File: src/rtl/piso_pkg.sv
// Shared types and constants for the PISO error-count readout path.
// Imported by the capture controller and its per-channel lanes.
package piso_pkg;

    typedef enum logic [1:0] {
        IDLE  = 2'd0,
        LOAD  = 2'd1,
        SHIFT = 2'd2,
        DONE  = 2'd3
    } piso_state_e;

    localparam int ORDER_LSB_FIRST = 0;
    localparam int ORDER_MSB_FIRST = 1;

    localparam int DEFAULT_NCH   = 10;
    localparam int DEFAULT_WIDTH = 12;

endpackage

File: src/rtl/piso_lane.sv
// One serial channel: drops the sampled q bit into the addressed position
// of a WIDTH-bit capture register while enabled.
module piso_lane #(
    parameter int WIDTH = 12,
    parameter int IDX_W = $clog2(WIDTH)
) (
    input  logic             clk,
    input  logic             rst,
    input  logic             en,
    input  logic [IDX_W-1:0] bit_idx,
    input  logic             q,
    output logic [WIDTH-1:0] value
);

    logic [WIDTH-1:0] value_r;

    // Capture register: one bit written per enabled cycle, otherwise held
    always_ff @(posedge clk) begin
        if (rst) begin
            value_r <= '0;
        end else if (en) begin
            value_r[bit_idx] <= q;
        end else begin
            value_r <= value_r;
        end
    end

    assign value = value_r;

endmodule

File: src/rtl/piso_multi_capture.sv
// Readout controller for the testchip PISO chains: sequences chip_load,
// deserialises NCH lanes and publishes whole frames with a valid pulse.
module piso_multi_capture
    import piso_pkg::*;
#(
    parameter int NCH       = DEFAULT_NCH,
    parameter int WIDTH     = DEFAULT_WIDTH,
    parameter int LOAD_CYC  = 2,
    parameter int MSB_FIRST = ORDER_LSB_FIRST,
    parameter int FCNT_W    = 16
) (
    input  logic                   shift_clk,
    input  logic                   rst,
    input  logic                   start,
    input  logic                   continuous,
    input  logic [NCH-1:0]         q,
    output logic                   chip_load,
    output logic                   busy,
    output logic [NCH*WIDTH-1:0]   data,
    output logic                   data_valid,
    output logic [FCNT_W-1:0]      frame_cnt
);

    localparam int CNT_W  = $clog2(WIDTH);
    localparam int LCNT_W = (LOAD_CYC > 1) ? $clog2(LOAD_CYC) : 1;
    localparam logic [CNT_W-1:0]  BIT_LAST  = CNT_W'(WIDTH - 1);
    localparam logic [LCNT_W-1:0] LOAD_LAST = LCNT_W'(LOAD_CYC - 1);

    piso_state_e           state_r;
    piso_state_e           state_s;
    logic [CNT_W-1:0]      bit_cnt_r;
    logic [LCNT_W-1:0]     load_cnt_r;
    logic [CNT_W-1:0]      bit_idx_s;
    logic                  shift_en_s;
    logic [NCH*WIDTH-1:0]  lane_bus_s;

    logic                  chip_load_r;
    logic                  busy_r;
    logic [NCH*WIDTH-1:0]  data_r;
    logic                  data_valid_r;
    logic [FCNT_W-1:0]     frame_cnt_r;

    // Next-state decode
    always_comb begin
        state_s = state_r;
        case (state_r)
            IDLE: begin
                if (start || continuous) begin
                    state_s = LOAD;
                end else begin
                    state_s = IDLE;
                end
            end
            LOAD: begin
                if (load_cnt_r == LOAD_LAST) begin
                    state_s = SHIFT;
                end else begin
                    state_s = LOAD;
                end
            end
            SHIFT: begin
                if (bit_cnt_r == BIT_LAST) begin
                    state_s = DONE;
                end else begin
                    state_s = SHIFT;
                end
            end
            DONE: begin
                if (continuous) begin
                    state_s = LOAD;
                end else begin
                    state_s = IDLE;
                end
            end
            default: begin
                state_s = IDLE;
            end
        endcase
    end

    // Lane bit position for the current shift cycle
    always_comb begin
        bit_idx_s = bit_cnt_r;
        if (MSB_FIRST == ORDER_MSB_FIRST) begin
            bit_idx_s = BIT_LAST - bit_cnt_r;
        end else begin
            bit_idx_s = bit_cnt_r;
        end
    end

    assign shift_en_s = (state_r == SHIFT);

    // State, counters and registered outputs; outputs follow the next state
    // so chip_load is low for exactly the SHIFT cycles.
    always_ff @(posedge shift_clk) begin
        if (rst) begin
            state_r      <= IDLE;
            load_cnt_r   <= '0;
            bit_cnt_r    <= '0;
            chip_load_r  <= 1'b1;
            busy_r       <= 1'b0;
            data_r       <= '0;
            data_valid_r <= 1'b0;
            frame_cnt_r  <= '0;
        end else begin
            state_r <= state_s;
            if ((state_r == LOAD) && (load_cnt_r != LOAD_LAST)) begin
                load_cnt_r <= load_cnt_r + LCNT_W'(1);
            end else begin
                load_cnt_r <= '0;
            end
            if ((state_r == SHIFT) && (bit_cnt_r != BIT_LAST)) begin
                bit_cnt_r <= bit_cnt_r + CNT_W'(1);
            end else begin
                bit_cnt_r <= '0;
            end
            chip_load_r  <= (state_s != SHIFT);
            busy_r       <= (state_s != IDLE);
            data_valid_r <= (state_r == DONE);
            if (state_r == DONE) begin
                data_r      <= lane_bus_s;
                frame_cnt_r <= frame_cnt_r + FCNT_W'(1);
            end else begin
                data_r      <= data_r;
                frame_cnt_r <= frame_cnt_r;
            end
        end
    end

    for (genvar g = 0; g < NCH; g++) begin : g_lane
        piso_lane #(
            .WIDTH (WIDTH),
            .IDX_W (CNT_W)
        ) u_lane (
            .clk     (shift_clk),
            .rst     (rst),
            .en      (shift_en_s),
            .bit_idx (bit_idx_s),
            .q       (q[g]),
            .value   (lane_bus_s[g*WIDTH +: WIDTH])
        );
    end

    assign chip_load  = chip_load_r;
    assign busy       = busy_r;
    assign data       = data_r;
    assign data_valid = data_valid_r;
    assign frame_cnt  = frame_cnt_r;

endmodule

File: config.mk
export PLATFORM = sky130hd
export DESIGN_NAME = piso_multi_capture
export DESIGN_NICKNAME = d
export VERILOG_FILES = /design/src/rtl/piso_pkg.sv /design/src/rtl/piso_lane.sv /design/src/rtl/piso_multi_capture.sv
export SDC_FILE = /design/constraint.sdc
export NUM_CORES = 1
export LEC_CHECK = 0
export CORE_MARGIN = 8
export CORE_UTILIZATION = 50
export CTS_BUF_LIST = sky130_fd_sc_hd__clkbuf_4 sky130_fd_sc_hd__clkbuf_8
export CTS_CLUSTER_SIZE = 14
export DETAILED_ROUTE_END_ITERATION = 6
export PLACE_DENSITY_LB_ADDON = 0.05
export SLEW_MARGIN = 20
export SYNTH_ARGS = -nofsm -noshare
export SYNTH_HDL_FRONTEND = slang
export SYNTH_SLANG_ARGS = --single-unit
File: constraint.sdc
create_clock -name shift_clk -period 2.6 [get_ports shift_clk]
set_input_delay 0.39 -clock shift_clk [delete_from_list [all_inputs] [get_ports shift_clk]]
set_output_delay 0.39 -clock shift_clk [all_outputs]
set_load 0.03 [all_outputs]
Yosys cells after proc, flatten, opt, wreduce, memory -nomap -nowiden

Cells that the tools add are included.
W data, S select, Z words.

$add $sub $neg: 3
$lt $le $gt $ge: 2
Equality and inequality tests: 6
Mux-type cells: 17
Bitwise logic cells: 3
Reductions and logical operators: 8

Operators with widths:

| cell                    | count |
|---|---|
| $bwmux W12              | 10 |
| $add A16 B1 Y16 const B | 1 |
| $pmux W2 S4             | 1 |
| $lt A4 B5 Y1 const B    | 1 |
| $add A4 B1 Y4 const B   | 1 |
| $demux W1 S4            | 1 |
| $eq A2 B2 Y1 const B    | 2 |
| $eq A4 B4 Y1 const B    | 1 |
| $ge A4 B1 Y1 const B    | 1 |
| $mux W1                 | 4 |
| $ne A4 B4 Y1 const B    | 1 |
| $reduce_or A2 Y1        | 2 |
| $logic_and A1 B1 Y1     | 3 |
| $not A1 Y1              | 3 |
| $eq A2 B1 Y1 const B    | 1 |
| $logic_not A2 Y1        | 1 |
| $mux W2                 | 1 |
| $ne A2 B2 Y1 const B    | 1 |
| $reduce_bool A2 Y1      | 1 |
| $add A1 B1 Y1 const B   | 1 |
| $logic_or A1 B1 Y1      | 1 |

Flip-flop bits (word level): 266
Output and inout port bits: 139
Logic and storage cells: 57

Logic depth before layout (Yosys ltp)

Gate-level depths: netlist (run 1).

Depth in word-level cells: 5
Depth in mapped cells: 7
Gate-level depth less buffers: 6

Cells and area by module

A second synthesis (run 1) with hierarchy kept.

Cell total of the unflattened synthesis: 1,209
Area total of the unflattened synthesis: 10,720.3 um2

Modules (own cells, without submodules):

| module                            | instances | cells each | area each (um2) | sequential area each (um2) |
|---|---|---|---|---|
| piso_multi_capture                | 1         | 638        | 5,123.7         | 2,922.8 |
| piso_lane at g_lane[0].u_lane ... | 9         | 58         | 566.8           | 240.2 |
| piso_lane at g_lane[9].u_lane     | 1         | 49         | 495.5           | 240.2 |

Least setup slack after synthesis (run 1)

Ideal clock, no wire load.

Kind: register to register
Start point: reg frame_cnt_r[0] (netlist: frame_cnt[0])
End point: reg frame_cnt_r[14] (netlist: frame_cnt[14])
Setup time: 0.070 ns
Arrival time: 1.829 ns
Required time: 2.530 ns
Slack: 0.701 ns
Stages on the path, launching flop included: 6
Buffers on the path: 0
Clock period less this slack: 1.899 ns
Path through: dfxtp_1 -> ha_1 -> nand2_1 -> or4_4 -> or3_1 -> a21oi_1

Longest elaborated chain between the ends: 1

Ends and longest elaborated chain:

| what                     | line                      | text |
|---|---|---|
| start: declaration       | piso_multi_capture.sv:41  | `logic [FCNT_W-1:0] frame_cnt_r;` |
| start signal: assignment | piso_multi_capture.sv:122 | `frame_cnt_r <= frame_cnt_r + FCNT_W'(1);` |
| start signal: assignment | piso_multi_capture.sv:125 | `frame_cnt_r <= frame_cnt_r;` |
| $add A16 B1 Y16          | piso_multi_capture.sv:122 |  |

No other way between the ends.
A chain may end at the register's enable or synchronous reset.

Final worst setup path (run 1)

Start point: reg state_r[1]
End point: reg g_lane[3].u_lane.value_r[0]

Longest elaborated chain between the ends: 1

Ends and longest elaborated chain:

| what                           | line                      | text |
|---|---|---|
| start: declaration             | piso_multi_capture.sv:29  | `piso_state_e state_r;` |
| start signal: assignment       | piso_multi_capture.sv:106 | `state_r <= state_s;` |
| $eq A2 B2 Y1                   | piso_multi_capture.sv:91  | `assign shift_en_s = (state_r == SHIFT);` |
| end signal: indexed assignment | piso_lane.sv:22           | `value_r[bit_idx] <= q;` |
| end signal: assignment         | piso_lane.sv:24           | `value_r <= value_r;` |
| end: declaration               | piso_lane.sv:15           | `logic [WIDTH-1:0] value_r;` |

No other way between the ends.

==> run summary, run 1 <==
GP Congestion: 0.8067
Async set or reset register ratio after synthesis: 0
Top-count cell post-synth: dfxtp_1
Core area: 18710 um^2
Slew headroom: 0.5196
Synth area leader: dfxtp_1
Top post-synthesis cells by count: 266 x dfxtp_1, 251 x nand2_1, 143 x nor2_1, 126 x a21oi_1, 120 x mux2i_1
Max VDD drop: 0.4142 mV
Rows: 50
Syn avg cell area: 8.970 um^2
Max-slew violations: 0
NumNets Final: 1219
Layout cell share with drive strength beyond 1: 0.08625
Sequential share of power: 0.515
Setup crit end kind: flip-flop
CTS sink cnt: 266
Area contributors post-synth: dfxtp_1 56%, mux2i_1 13%, nand2_1 9.9%
First-pass DRT Iterations: 4
Max-cap viol count: 0
RSZ-0062 raised after global routing: false
Crit path kind: reg -> reg
Logic pwr share: 0.023
CP arrival: 2.57 ns
Period Utilization, post-route: 0.8364
Power share of the clock group: 0.462
Min-Delay Path Class: reg -> reg
Non-Filler Instances: 1463
Yosys reg bits: 266
Crit-path max FO: 11
Total track usage: 0.1947
Worst Setup Start Kind: flip-flop
Antenna Cells: 0
CTS resizes: 0
Post-Route WL: 23.63 mm
TritonCTS buffer count: 43
Clock Skew: 0.02532 ns
Placed cell area: 11240 um^2
Die Y: 154.2 um
Grt total ovfl: 0
Post-route minimum period: 2.175 ns
Instance count of the mapped netlist: 1065
Fmax: 0.4598 GHz
Mapped Area: 9553 um^2
Iter 0 DRT Violations: 410
Int Power: 6.271 mW
Count of final hold-check violations: 0
Initial antenna violation count: 0
Final worst slack: 0.4253 ns
Yosys warns: 0
Prevailing post-synth register cell: dfxtp_1
Post-Layout Inst Area: 12130 um^2
Post-CTS Setup Inserts: 0
Vias in the first global route: 7207
Initial Utilization: 0.5107
Die ar.: 23790 um^2
Sequential area share after synthesis: 0.5574
DRT antenna net count: 0
Half-perimeter wire length after detailed placement: 14.70 mm
Clock root buffer: clkbuf_8
Die Width: 154.2 um
Top cell type's share of synthesized area: 0.5574
CTS H-tree depth: 2
DRC: 0
Switch Pwr: 1.684 mW
Outcome: completed
Cells after DPL: 1389
Critical path required time: 3.00 ns
Switching part of the total power: 0.2117
Synth cell types: 34
Port bufs: 152
Later-pin clock latency in the skew report: 0.54 ns
# setup viols final: 0
Leakage Power: 4.433 nW
CTS tree: done
Pwr dens: 655.6 nW/um^2
Via count: 7405
Final Total Pwr: 7.955 mW
Syn-to-layout area delta: 27.01%
Post-synth EDFFs: 0
Routed length per instance: 16.15 um
Largest net degree at the start of global routing: 108
Reg clk slew, reported paths: 0.06 ns
Vias per cell: 5.062
Mapped Nets: 1084
Cts hold-fix bufs: 0
Top Ports: 153
Post-Place Worst Slack: 0.4309 ns
Global-route wire length before repair: 37.98 mm
Setup TNS: 0 ns
Clock buffer depth: 3
Slew @ Worst Pin: 0.7205 ns
## flip-flops by register name, summed over array words and instances (netlist names)
| name | cells |
|---|---|
| g_lane.u_lane.value | 120 |
| busy | 1 |
| load_cnt_r | 1 |
| bit_cnt_r | 4 |
| frame_cnt | 16 |
| state_r | 2 |
| data_valid | 1 |
| data | 120 |
| chip_load | 1 |
## stage by stage
stage,utilization,hold slack (ns)
floorplan,-,0.4016
finish,0.6486,0.4237
detailed placement,0.6009,0.4163
CTS,0.6486,0.4260
global route,0.6486,0.4362
global placement,0.6009,0.4080
## cell usage in the layout, fill, tap and decap left out, drive strengths merged, types with 3 or more instances in the layout
cell type | Yosys | routed
a21oi | 126 | 126
buf | 21 | 16
clkbuf | 57 | 75
clkdlybuf4s50 | 0 | 151
dfxtp | 266 | 266
ha | 5 | 5
inv | 8 | 8
mux2 | 3 | 3
mux2i | 120 | 120
nand2 | 251 | 251
nand2b | 3 | 3
nand3 | 10 | 10
nand3b | 4 | 4
nand4 | 3 | 3
nor2 | 148 | 148
nor2b | 4 | 4
nor3 | 4 | 4
nor4 | 3 | 3
o21ai | 4 | 4
or3 | 3 | 3
xnor2 | 8 | 8
## critical path, stage by stage (launching register included)
cell and delay, ns:
dfxtp_1 0.57, or2b_1 0.34, or4b_1 0.81, mux2i_1 0.26, nor2_1 0.05
## kinds of logic (layout without fill, tap and decap cells)
| kind of cell | count (synthesis) | after routing | synth area share |
|---|---|---|---|
| simple gates | 442 | 442 | 0.1907 |
| flops | 266 | 266 | 0.5574 |
| compound gates | 133 | 133 | 0.07033 |
| mux | 123 | 123 | 0.1293 |
| buf+inv | 86 | 250 | 0.03654 |
| xor+xnor | 10 | 10 | 0.009169 |
| fa+ha+maj | 5 | 5 | 0.006549 |
## worst paths after layout
check / start / endpoint / slack (ns) / depth (start not counted)
max: state_r[1]$_SDFF_PP0_ / g_lane[3].u_lane.value[0]$_SDFFE_PP0P_ / 0.43 / 4
min: load_cnt_r$_SDFF_PP0_ / load_cnt_r$_SDFF_PP0_ / 0.42 / 1
max reg2reg: state_r[1]$_SDFF_PP0_ / g_lane[3].u_lane.value[0]$_SDFFE_PP0P_ / 0.43 / 4
min reg2reg: load_cnt_r$_SDFF_PP0_ / load_cnt_r$_SDFF_PP0_ / 0.42 / 1
## power by group through the flow
| stage | logic [mW] | registers (mW) | clock network (mW) |
|---|---|---|---|
| floorplan | 0.119 | 4.18 | 0 |
| global placement | 0.189 | 4.19 | 0 |
| detailed placement | 0.189 | 4.19 | 0 |
| CTS | 0.189 | 4.10 | 3.78 |
| global route | 0.202 | 4.09 | 3.97 |
| finish | 0.187 | 4.10 | 3.67 |
## per-layer routing
metal,routed length [um],vias to the layer above,track usage
met5,0,-,0
met4,465,0,0.06253
met3,1401,40,0.05517
met2,10730,164,0.3115
met1,11030,3451,0.2497
li1,-,3750,-
## final cells by class
type | count | area [um^2]
clock buffer | 74 | 893.4
fill | 1648 | 6573
inverter | 8 | 30.03
multi-input combinational | 713 | 3896
sequential | 266 | 5325
tap | 234 | 292.8
timing repair buffer | 168 | 1695
Power figures use the tool's default switching activity.
==> inputs of run 2 (changes only) <==
- clock period: 2.6 -> 1.9 ns (I/O delays scaled with it)
==> run 2 against run 1 <==
Power up 36%. Final cell count increased by 1.8%. Register-to-register slack lost 0.33 ns. Wire length rose by 0.41%. Largest cell class unchanged.
==> run summary, run 2 (synthesis results as in run 1) <==
Global-route wire length before repair: 38.07 mm
Grt total ovfl: 0
Max VDD drop: 0.6468 mV
First-pass DRT Iterations: 4
Slowest cell on the critical path: clkdlybuf4s50_1
TritonCTS buffer count: 43
Die Width: 154.2 um
NumNets Final: 1247
Setup crit end kind: output pin
Reg clk slew, reported paths: 0.06 ns
Initial antenna violation count: 0
Post-CTS Setup Inserts: 0
Vias in the first global route: 7326
Period Utilization, post-route: 0.9756
Max-slew violations: 0
Rows: 50
Worst reg2reg path endpoint: g_lane[2].u_lane.value[0]$_SDFFE_PP0P_
CP arrival: 1.57 ns
Die Y: 154.2 um
Top Ports: 153
Half-perimeter wire length after detailed placement: 15.60 mm
Register area: 5325 um^2
Largest net degree at the start of global routing: 68
Non-Filler Instances: 1489
Post-route minimum period: 1.854 ns
Finished Core Util: 0.6627
Post-Layout Inst Area: 12400 um^2
Setup crit end: data[24]
Leakage Power: 5.050 nW
Count of final hold-check violations: 0
Most common cell after layout, fill and taps aside: dfxtp_1
Crit path kind: reg -> out
Antenna Cells: 0
Routed length per instance: 15.93 um
R2R setup slack: 0.10 ns
Later-pin clock latency in the skew report: 0.54 ns
Reg2Reg Depth: 5
Via count: 7559
CP peak stage delay: 0.69 ns
Crit-path max FO: 2
RSZ-0062 raised after global routing: false
Iter 0 DRT Violations: 400
# setup viols final: 0
Most frequent cells in the layout: 266 x dfxtp_1, 250 x nand2_1, 142 x nor2_1, 126 x a21oi_1, 120 x mux2i_1
Hold path depth: 2
Critical path required time: 1.62 ns
Slew headroom: 0.6288
CTS tree: done
Multi-input logic area: 3896 um^2
Core area: 18710 um^2
Crit path max-delay family: buffers and inverters
Cells after DPL: 1417
Clock Skew: 0.01931 ns
CTS sink cnt: 266
Max-cap viol count: 0
Post-Place Worst Slack: 0.1180 ns
Die ar.: 23790 um^2
Outcome: completed
Final hold slack: 0.2436 ns
CTS H-tree depth: 2
Final Total Pwr: 10.80 mW
GP Congestion: 0.8037
DRC: 0
Placed cell area: 11510 um^2
Vias per cell: 5.077
Layout cell share with drive strength beyond 1: 0.1052
Post-Route WL: 23.73 mm
Syn-to-layout area delta: 29.77%
DRT antenna net count: 0
Initial Utilization: 0.5107
Final worst slack: 0.04644 ns
Critical path depth in cells: 1
Fmax: 0.5395 GHz
Worst r2r src: state_r[1]$_SDFF_PP0_
Port bufs: 152
Clock root buffer: clkbuf_8
Clock buffer depth: 3
Worst Setup Start Kind: flip-flop
Cell Chain, Critical Path: clkdlybuf4s50_1
Min-Delay Path Class: in -> reg
Bufs and invs on worst path: 1
Setup TNS: 0 ns
Slew @ Worst Pin: 0.5550 ns
Fillers: 1600
Critical Path Source: data[24]$_SDFFE_PP0N_
Total track usage: 0.1940
Pwr dens: 871.2 nW/um^2
==> run 2: timing repair <==
item	4_1_cts	5_1_grt
endpoints found under the hold margin	0	0
pin swaps	0	0
resized for setup	24	19
endpoints found under the setup margin	24	19
hold buffers	0	0
==> run 2: area by class of cell <==
| cell class | instances | area share |
|---|---|---|
| Tap cell | 234 | 0.02362 |
| Sequential cell | 266 | 0.4296 |
| Multi-Input combinational cell | 713 | 0.3143 |
| Inverter | 8 | 0.002422 |
| Clock inverter | 3 | 0.001918 |
| Clock buffer | 69 | 0.06803 |
| Timing Repair Buffer | 196 | 0.1602 |
==> run 2: how the worst min path moves through the flow <==
stage,start,endpoint
3_3_place_gp,load_cnt_r$_SDFF_PP0_,load_cnt_r$_SDFF_PP0_
5_1_grt,rst,g_lane[6].u_lane.value[8]$_SDFFE_PP0P_
2_1_floorplan,load_cnt_r$_SDFF_PP0_,load_cnt_r$_SDFF_PP0_
4_1_cts,rst,g_lane[6].u_lane.value[9]$_SDFFE_PP0P_
6_report,rst,frame_cnt[2]$_SDFFE_PP0N_
3_5_place_dp,load_cnt_r$_SDFF_PP0_,load_cnt_r$_SDFF_PP0_
==> run 2: metal layers <==
metal	GRT usage	part of all wire	vias up
met1	0.2589	0.48	3549
met5	0	0	-
met3	0.05294	0.061	26
met4	0.05646	0.011	0
li1	-	-	3801
met2	0.3020	0.45	183
==> run 2: power breakdown <==
part / internal, mW / switching (mW) / leakage (nW)
Sequential: 5.59 / 0.00923 / 2.14
Clock: 2.79 / 2.12 / 0.457
Combinational: 0.0854 / 0.199 / 2.45
Total: 8.47 / 2.33 / 5.05
